[config.mk]
export PLATFORM = sky130hd
export DESIGN_NAME = pe_seq_ctrl
export DESIGN_NICKNAME = d
export VERILOG_FILES = /design/src/rtl/pe_seq_ctrl.sv
export SDC_FILE = /design/constraint.sdc
export NUM_CORES = 1
export LEC_CHECK = 0
export ABC_AREA = 1
export BUFFER_PORTS_ARGS = -buffer_cell sky130_fd_sc_hd__buf_4
export CORE_ASPECT_RATIO = 1.4
export CORE_UTILIZATION = 25
export CTS_CLUSTER_DIAMETER = 150
export CTS_CLUSTER_SIZE = 12
export DETAILED_ROUTE_END_ITERATION = 10
export SKIP_LAST_GASP = 1
export SYNTH_ARGS = -nofsm -noshare
export SYNTH_HDL_FRONTEND = slang
export SYNTH_SLANG_ARGS = --single-unit
[constraint.sdc]
create_clock -name clk -period 1.6 [get_ports clk]
set_input_delay 0.16 -clock clk [delete_from_list [all_inputs] [get_ports clk]]
set_output_delay 0.16 -clock clk [all_outputs]
set_load 0.01 [all_outputs]
[src/rtl/pe_seq_ctrl.sv]
// pe_seq_ctrl: sequences one ifmap row through a 3-tap PE and streams back its valid partial sums.
// Optional feature: define PE_SEQ_STALL_CNT_EN to add the stall_cnt[15:0] output.
module pe_seq_ctrl #(
  parameter int ROW_LEN  = 32,
  parameter int PIPE_LAT = 1
) (
  input  logic        clk,
  input  logic        rst_n,
  input  logic        start,
  input  logic [11:0] filt_cfg,
  input  logic        pix_valid,
  output logic        pix_ready,
  input  logic [7:0]  pix_data,
  output logic        pe_en,
  output logic [7:0]  pe_ifmap,
  output logic [11:0] pe_filt,
  input  logic [13:0] pe_psum,
  output logic        res_valid,
  input  logic        res_ready,
  output logic [13:0] res_data,
  output logic        busy,
  output logic        done
`ifdef PE_SEQ_STALL_CNT_EN
  ,
  output logic [15:0] stall_cnt
`endif
);
  localparam int D  = 2 + PIPE_LAT;
  localparam int CW = $clog2(ROW_LEN + 1);
  typedef enum logic [2:0] {S_IDLE, S_LOAD, S_RUN, S_DRAIN, S_DONE} state_t;
  state_t          r_state;
  logic            r_busy;
  logic            r_done;
  logic [11:0]     r_filt;
  logic [CW-1:0]   r_pix_cnt;
  logic [CW-1:0]   r_res_cnt;
  logic [D-1:0]    r_tag;
  logic            r_res_valid;
  logic [13:0]     r_res_data;
  logic            w_run;
  logic            w_drain;
  logic            w_stall;
  logic            w_accept;
  logic            w_pe_en;
  logic            w_capture;
  logic            w_res_acc;
  logic            w_last_pix;
  logic            w_last_res;
  // A pending result that cannot leave blocks any PE advance that would overwrite it.
  assign w_run      = r_state == S_RUN;
  assign w_drain    = r_state == S_DRAIN;
  assign w_stall    = r_tag[D-1] && r_res_valid && !res_ready;
  assign w_accept   = w_run && pix_valid && !w_stall;
  assign w_pe_en    = w_accept || (w_drain && !w_stall && |r_tag);
  assign w_capture  = r_tag[D-1] && w_pe_en && (!r_res_valid || res_ready);
  assign w_res_acc  = r_res_valid && res_ready;
  assign w_last_pix = w_accept && r_pix_cnt == CW'(ROW_LEN - 1);
  assign w_last_res = w_res_acc && r_res_cnt == CW'(ROW_LEN - 3);
  assign pix_ready  = w_run && !w_stall;
  assign pe_en      = w_pe_en;
  assign pe_ifmap   = w_accept ? pix_data : 8'd0;
  assign pe_filt    = r_filt;
  assign res_valid  = r_res_valid;
  assign res_data   = r_res_data;
  assign busy       = r_busy;
  assign done       = r_done;
  // Row sequencer with registered busy/done and filter latch.
  always_ff @(posedge clk) begin
    if (!rst_n) begin
      r_state <= S_IDLE;
      r_busy  <= 1'b0;
      r_done  <= 1'b0;
      r_filt  <= 12'd0;
    end else begin
      case (r_state)
        S_IDLE: if (start) begin
          r_state <= S_LOAD;
          r_busy  <= 1'b1;
        end
        S_LOAD: begin
          r_state <= S_RUN;
          r_filt  <= filt_cfg;
        end
        S_RUN: if (w_last_pix) r_state <= S_DRAIN;
        S_DRAIN: if (w_last_res) begin
          r_state <= S_DONE;
          r_done  <= 1'b1;
        end
        S_DONE: begin
          r_state <= S_IDLE;
          r_busy  <= 1'b0;
          r_done  <= 1'b0;
        end
        default: r_state <= S_IDLE;
      endcase
    end
  end
  // Tag pipeline marks which PE outputs are full 3-pixel windows; counters and result register.
  always_ff @(posedge clk) begin
    if (!rst_n || r_state == S_LOAD) begin
      r_tag       <= '0;
      r_pix_cnt   <= '0;
      r_res_cnt   <= '0;
      r_res_valid <= 1'b0;
      r_res_data  <= 14'd0;
    end else begin
      if (w_pe_en) r_tag <= {r_tag[D-2:0], w_accept && r_pix_cnt >= CW'(2)};
      r_pix_cnt <= (w_accept && r_pix_cnt != CW'(ROW_LEN)) ? r_pix_cnt + CW'(1) : r_pix_cnt;
      r_res_cnt <= w_res_acc ? r_res_cnt + CW'(1) : r_res_cnt;
      r_res_valid <= w_capture ? 1'b1 : w_res_acc ? 1'b0 : r_res_valid;
      r_res_data  <= w_capture ? pe_psum : r_res_data;
    end
  end
`ifdef PE_SEQ_STALL_CNT_EN
  logic [15:0] r_stall_cnt;
  assign stall_cnt = r_stall_cnt;
  // Saturating count of cycles lost to back-pressure or input starvation.
  always_ff @(posedge clk) begin
    if (!rst_n || r_state == S_LOAD) r_stall_cnt <= 16'd0;
    else if (r_busy && (w_stall || (w_run && !pix_valid)) && r_stall_cnt != 16'hFFFF) r_stall_cnt <= r_stall_cnt + 16'd1;
  end
`endif
endmodule

# ---- Word level (Yosys, flattened, before mapping)
# Index checks and enable logic that the tools add are counted.
dict set report classes {
  add_sub_neg 2
  magnitude_cmp 1
  div_mod_pow 0
  mul 0
  reduce_logical 29
  bitwise 0
  eq_ne 10
  shifts 0
  muxes 11
}
# op n
set op_table {}
lappend op_table {{logical AND 1 bit} 14}
lappend op_table {{adder 6 x 1 -> 6 bit (second input constant)} 2}
lappend op_table {{== test 6 x 5 -> 1 bit (second input constant)} 2}
lappend op_table {{one-hot mux 3 bit (4 select lines)} 1}
lappend op_table {{2-to-1 mux 3 bit} 3}
lappend op_table {{2-to-1 mux 8 bit} 1}
lappend op_table {{== test 3 x 2 -> 1 bit (second input constant)} 2}
lappend op_table {{greater-or-equal comparator 6 x 2 -> 1 bit (second input constant)} 1}
lappend op_table {{inequality test 6 bit (second input constant)} 1}
lappend op_table {{nonzero test 2 bit} 3}
lappend op_table {{logical NOT 1 bit} 4}
lappend op_table {{2-to-1 mux 1 bit} 4}
lappend op_table {{inequality test 2 x 1 -> 1 bit (second input constant)} 2}
lappend op_table {{one-hot mux 1 bit (2 select lines)} 2}
lappend op_table {{AND reduction 2 bit} 2}
lappend op_table {{== test 3 x 1 -> 1 bit (second input constant)} 1}
lappend op_table {{== test 3 bit (second input constant)} 1}
lappend op_table {{logical NOT 3 bit} 1}
lappend op_table {{logical OR 1 bit} 3}
lappend op_table {{AND reduction 3 bit} 1}
lappend op_table {{OR reduction 3 bit} 1}
lappend op_table {{inequality test 2 bit (second input constant)} 1}
dict set report word_totals {
  elab_cells 62
  register_bits 47
  latchBits 0
  ram_bits 0
  input_bits 39
  n_memories 0
  romBits 0
  output_inout_bits 39
}

# ---- Depth between registers and ports, before layout
dict set report logic_depth {
  depth_word 9
  depth_mapped 10
  mapped_depth_nobuf 9
}

# ---- Least setup slack after synthesis
# No wires, ideal clock.
dict set report synth_path {
  path_kind {flip-flop to flip-flop}
  start {register r_tag[2]}
  end {register r_res_data[0] (netlist: res_data[0])}
  n_path_buf 2
  required_time_ps 1479
  stages_incl_launch_ff 11
  arrival_ps 1241
  path_slack_ps 238
  setup_time_ps 121
  period_less_slack_ps 1362
  path_cell_list {dfxtp_1 -> buf_6 -> nand3_2 -> clkinv_1 -> nor2_4 -> inv_4 -> nand2_8 -> nand2_4 -> buf_6 -> nand2_1 -> a21oi_2}
}
dict set report synth_between {
  elab_chain_len 8
  elab_cells_between_ends 10
  classes_between {reduce/logical: 10}
}
# element line_no
set synth_lines {}
lappend synth_lines {{start, declared} 37} ;# logic [D-1:0] r_tag;
lappend synth_lines {{start signal, assigned} 107} ;# if (w_pe_en) r_tag <= {r_tag[D-2:0], w_accept && r_pix_cnt >= CW'(2)};
lappend synth_lines {{logical AND 1 bit (2 in a row)} 52} ;# assign w_stall = r_tag[D-1] && r_res_valid && !res_ready;
lappend synth_lines {{logical NOT 1 bit} {53, 54}}
lappend synth_lines {{logical AND 1 bit (2 in a row)} 54} ;# assign w_pe_en = w_accept || (w_drain && !w_stall && |r_tag);
lappend synth_lines {{logical OR 1 bit} 54}
lappend synth_lines {{logical AND 1 bit * (2 in a row)} 55} ;# assign w_capture = r_tag[D-1] && w_pe_en && (!r_res_valid || res_ready);
lappend synth_lines {{end signal, assigned} 111} ;# r_res_data <= w_capture ? pe_psum : r_res_data;
lappend synth_lines {{end, declared} 39} ;# logic [13:0] r_res_data;
# Mark *: on every way between the ends. The rest lies on a longest branch, timed or not.
# A chain may end at the register's enable or synchronous reset.

# ---- Final worst setup path
dict set report layout_path {
  start {register r_res_valid (netlist: res_valid)}
  end {output pe_en}
}
dict set report layout_between {
  elab_chain_len 6
  elab_cells_between_ends 7
  classes_between {reduce/logical: 7}
}
# element line_no
set layout_lines {}
lappend layout_lines {{start, declared} 38} ;# logic r_res_valid;
lappend layout_lines {{start signal, assigned} 110} ;# r_res_valid <= w_capture ? 1'b1 : w_res_acc ? 1'b0 : r_res_valid;
lappend layout_lines {{logical AND 1 bit * (2 in a row)} 52}
lappend layout_lines {{logical NOT 1 bit *} {53, 54}}
lappend layout_lines {{logical AND 1 bit (2 in a row)} 54}
lappend layout_lines {{logical OR 1 bit *} 54}
lappend layout_lines {{end, declared} 14} ;# output logic pe_en,
# Marks and branches as above.

==> results.ini <==
[synthesis]
synthMuxAreaShare = 0
netlist_area_mm2 = 0.00219
ys_async_sr_fraction = 0
synth_fp_nets = 325
synth-seq-area-share = 0.430
synth-adder-area-share = 0.0286
synth_compound_area_frac = 0.124
synth_seq_cells = 47
synth_area_per_cell_um2 = 7.78
synth_top_family_by_area = simple AND/OR/NAND/NOR gates
synthXorXnorAreaFrac = 0.0280
synthFlopType = dfxtp_1
yosys_warnings = 0
synth_edf_count = 0
synth_cells = 281
synthSimpleGateAreaFrac = 0.303
synth_cell_types = 32

[min_path]
hold_path_class = in -> reg
min_path_cells = 3

[clocking]
clock_path_buffers = 2
numCtsBuffers = 5
clock-sinks = 47
path_clk_slew_ps = 60
insertion_delay_ps = 280
hold_buffers = 0
root_buffer = clkbuf_16
cts_tree = built
ctsHtreeMaxLevel = 2

[sta]
clock_skew_ps = 6.35
hold_viol = 0
worst_pin_slew_ps = 451
finalSetupViolCount = 0
fin_crit_sh = 0.929
holdWs_ps = 126
max_slew_margin = 0.699
finalSetupTns_ps = 0
fmax_mhz = 673
maxSlewViolCount = 0
fin_crit_ps = 1490
worst_slack_ps = 114

[power]
switchingPower_mw = 1.22
ir_drop_uv = 553
p_int_mw = 2.71
power_frac_comb = 0.311
p_clk_frac = 0.335
p_per_area_mw_per_mm2 = 1260
cellLeakagePower_nw = 1.32
pwr-share-seq = 0.354
totalPowerFinal_mw = 3.93
switching_share = 0.310

[flow_run]
maxCapViolations = 0

[worst_setup_path]
required_ps = 1440
worstPathArrival_ps = 1330
reg2reg_depth = 9
worst_path_max_delay_cell = dfxtp_1
cp-end-kind = output pin
slowest_delay_ps = 400
critPathMaxFanout = 11
crit_path_cell_trace = nand3_2 -> inv_2 -> nor2_4 -> inv_4 -> nand2_8 -> buf_4
cp-start-kind = flop
path_class = reg -> out
ff2ff_setup_slack_ps = 140

[placed_design]
place_hpwl_um = 3780
dp_worst_setup_slack_ps = 75.2
numPortBuffers = 77
dpl.cell_count = 459
gp_congestion = 0.829
placed_area_mm2 = 0.00287

[floorplanning]
initial_core_util = 0.257
die_w_um = 81.0
io-pin-count = 78
fp.dieArea_mm2 = 0.00913
num_rows = 40
die_h_um = 113
core-area_mm2 = 0.00851

[run_status]
run_status = complete, no violations

[finish]
drive_gt1_frac = 0.339
finalNetCount = 409
final_cell_count_no_fill = 471
utilization = 0.366
diodes = 0
syn2layout_area_growth_pct = 42.3
nFillCells = 867
fin_area_mm2 = 0.00311

[global_routing]
grt_pass1_vias = 1936
grt_usage = 0.116
grt_overflow_total = 0
grt_max_degree = 17
grt_first_pass_wirelength_um = 8420
antenna_found_initial = 0

[route]
drtIter0Drc = 44
first_pass_iters = 4
viasPerCell = 4.40
vias = 2071
wirelength_um = 5240
ant_nets = 0
drcViolationCount = 0
wl_per_cell_um = 11.1

==> cells in the mapped netlist, types with 2 or more instances <==
master | number | area (µm²)
a21oi_1 | 34 | 170
a21oi_2 | 8 | 70.1
buf_2 | 4 | 20.0
buf_6 | 2 | 22.5
clkbuf_1 | 4 | 15.0
dfxtp_1 | 47 | 941
ha_1 | 5 | 62.6
inv_1 | 25 | 93.8
nand2_1 | 61 | 229
nand3_1 | 28 | 140
nand3_2 | 8 | 80.1
nand4_1 | 2 | 12.5
nor2_1 | 26 | 97.6
nor3_1 | 2 | 10.0
o21ai_0 | 3 | 15.0
xnor2_1 | 2 | 17.5
xor2_1 | 5 | 43.8
==> timing repair <==
action / 4_1_cts / 5_1_grt
buffers inserted: 3 / 1
hold endpoints to repair: 0 / 0
setup endpoints to repair: 9 / 21
gates resized for setup: 1 / 3
pin swaps: 2 / 2
==> area by class of cell <==
type                       count  area, µm²  area share
sequential                    47        942       0.303
inverter                      27        104      0.0334
clock buffer                   6        129      0.0414
tap                          105        131      0.0422
timing repair buffer          89        681       0.219
clock inverter                 2       60.1      0.0193
multi-input combinational    195       1060       0.342
==> final timing paths <==
path,startpoint,endpoint
min,start,busy$_SDFFE_PN0P_
max,res_valid$_SDFFE_PP0P_,pe_en
min reg2reg,pe_filt[1]$_SDFFE_PN0N_,pe_filt[1]$_SDFFE_PN0N_
max reg2reg,res_valid$_SDFFE_PP0P_,res_data[3]$_SDFFE_PP0P_
==> metal layers <==
layer  vias to the layer above  track usage  routed length [µm]
met3                         6       0.0228                 226
met4                         0       0.0476                  73
met5                         -            0                   0
met2                        48        0.206                2740
met1                       942        0.132                2200
li1                       1075            -                   -
==> worst max-delay path, delay by kind of cell (launching register included) <==
| kind | cells | cell delay (ps) |
|---|---|---|
| DFF | 1 | 400 |
| and+or+nand+nor | 3 | 270 |
| buffers and inverters | 3 | 370 |
==> logic make-up (layout without fill, tap and decap cells) <==
group	count (synthesis)	count (layout)
and+or+nand+nor	136	136
AOI/OAI and AO/OA	47	47
DFF	47	47
buffers and inverters	39	124
xor gates and xnor gates	7	7
adders and majority gates	5	5
==> registers in the layout (all words and copies together) (netlist names) <==
name / cells
busy: 1
done: 1
pe_filt: 12
r_pix_cnt: 6
r_res_cnt: 6
r_state: 3
r_tag: 3
res_data: 14
res_valid: 1
==> power by group through the flow <==
stage | Sequential [mW] | Combinational, mW | Clock (mW)
3_5_place_dp | 1.41 | 1.15 | 0
5_1_grt | 1.41 | 1.35 | 1.40
4_1_cts | 1.39 | 1.21 | 1.36
2_1_floorplan | 1.43 | 0.683 | 0
6_report | 1.39 | 1.22 | 1.32
3_3_place_gp | 1.41 | 1.14 | 0
==> layout by cell type (no fill, tap or decap), types with 2 or more instances in the layout <==
cell type  instances
a21oi_1           34
nand3_2            9
nor2_2             2
nand2_1           61
bufinv_16          2
nand4_1            2
buf_4             88
xnor2_1            2
clkbuf_16          5
xor2_1             5
ha_1               5
inv_1             25
dfxtp_1           46
a21oi_2            8
nor3_1             2
o21ai_0            3
nand3_1           27
nor2_1            25
Power figures use the tool's default switching activity.
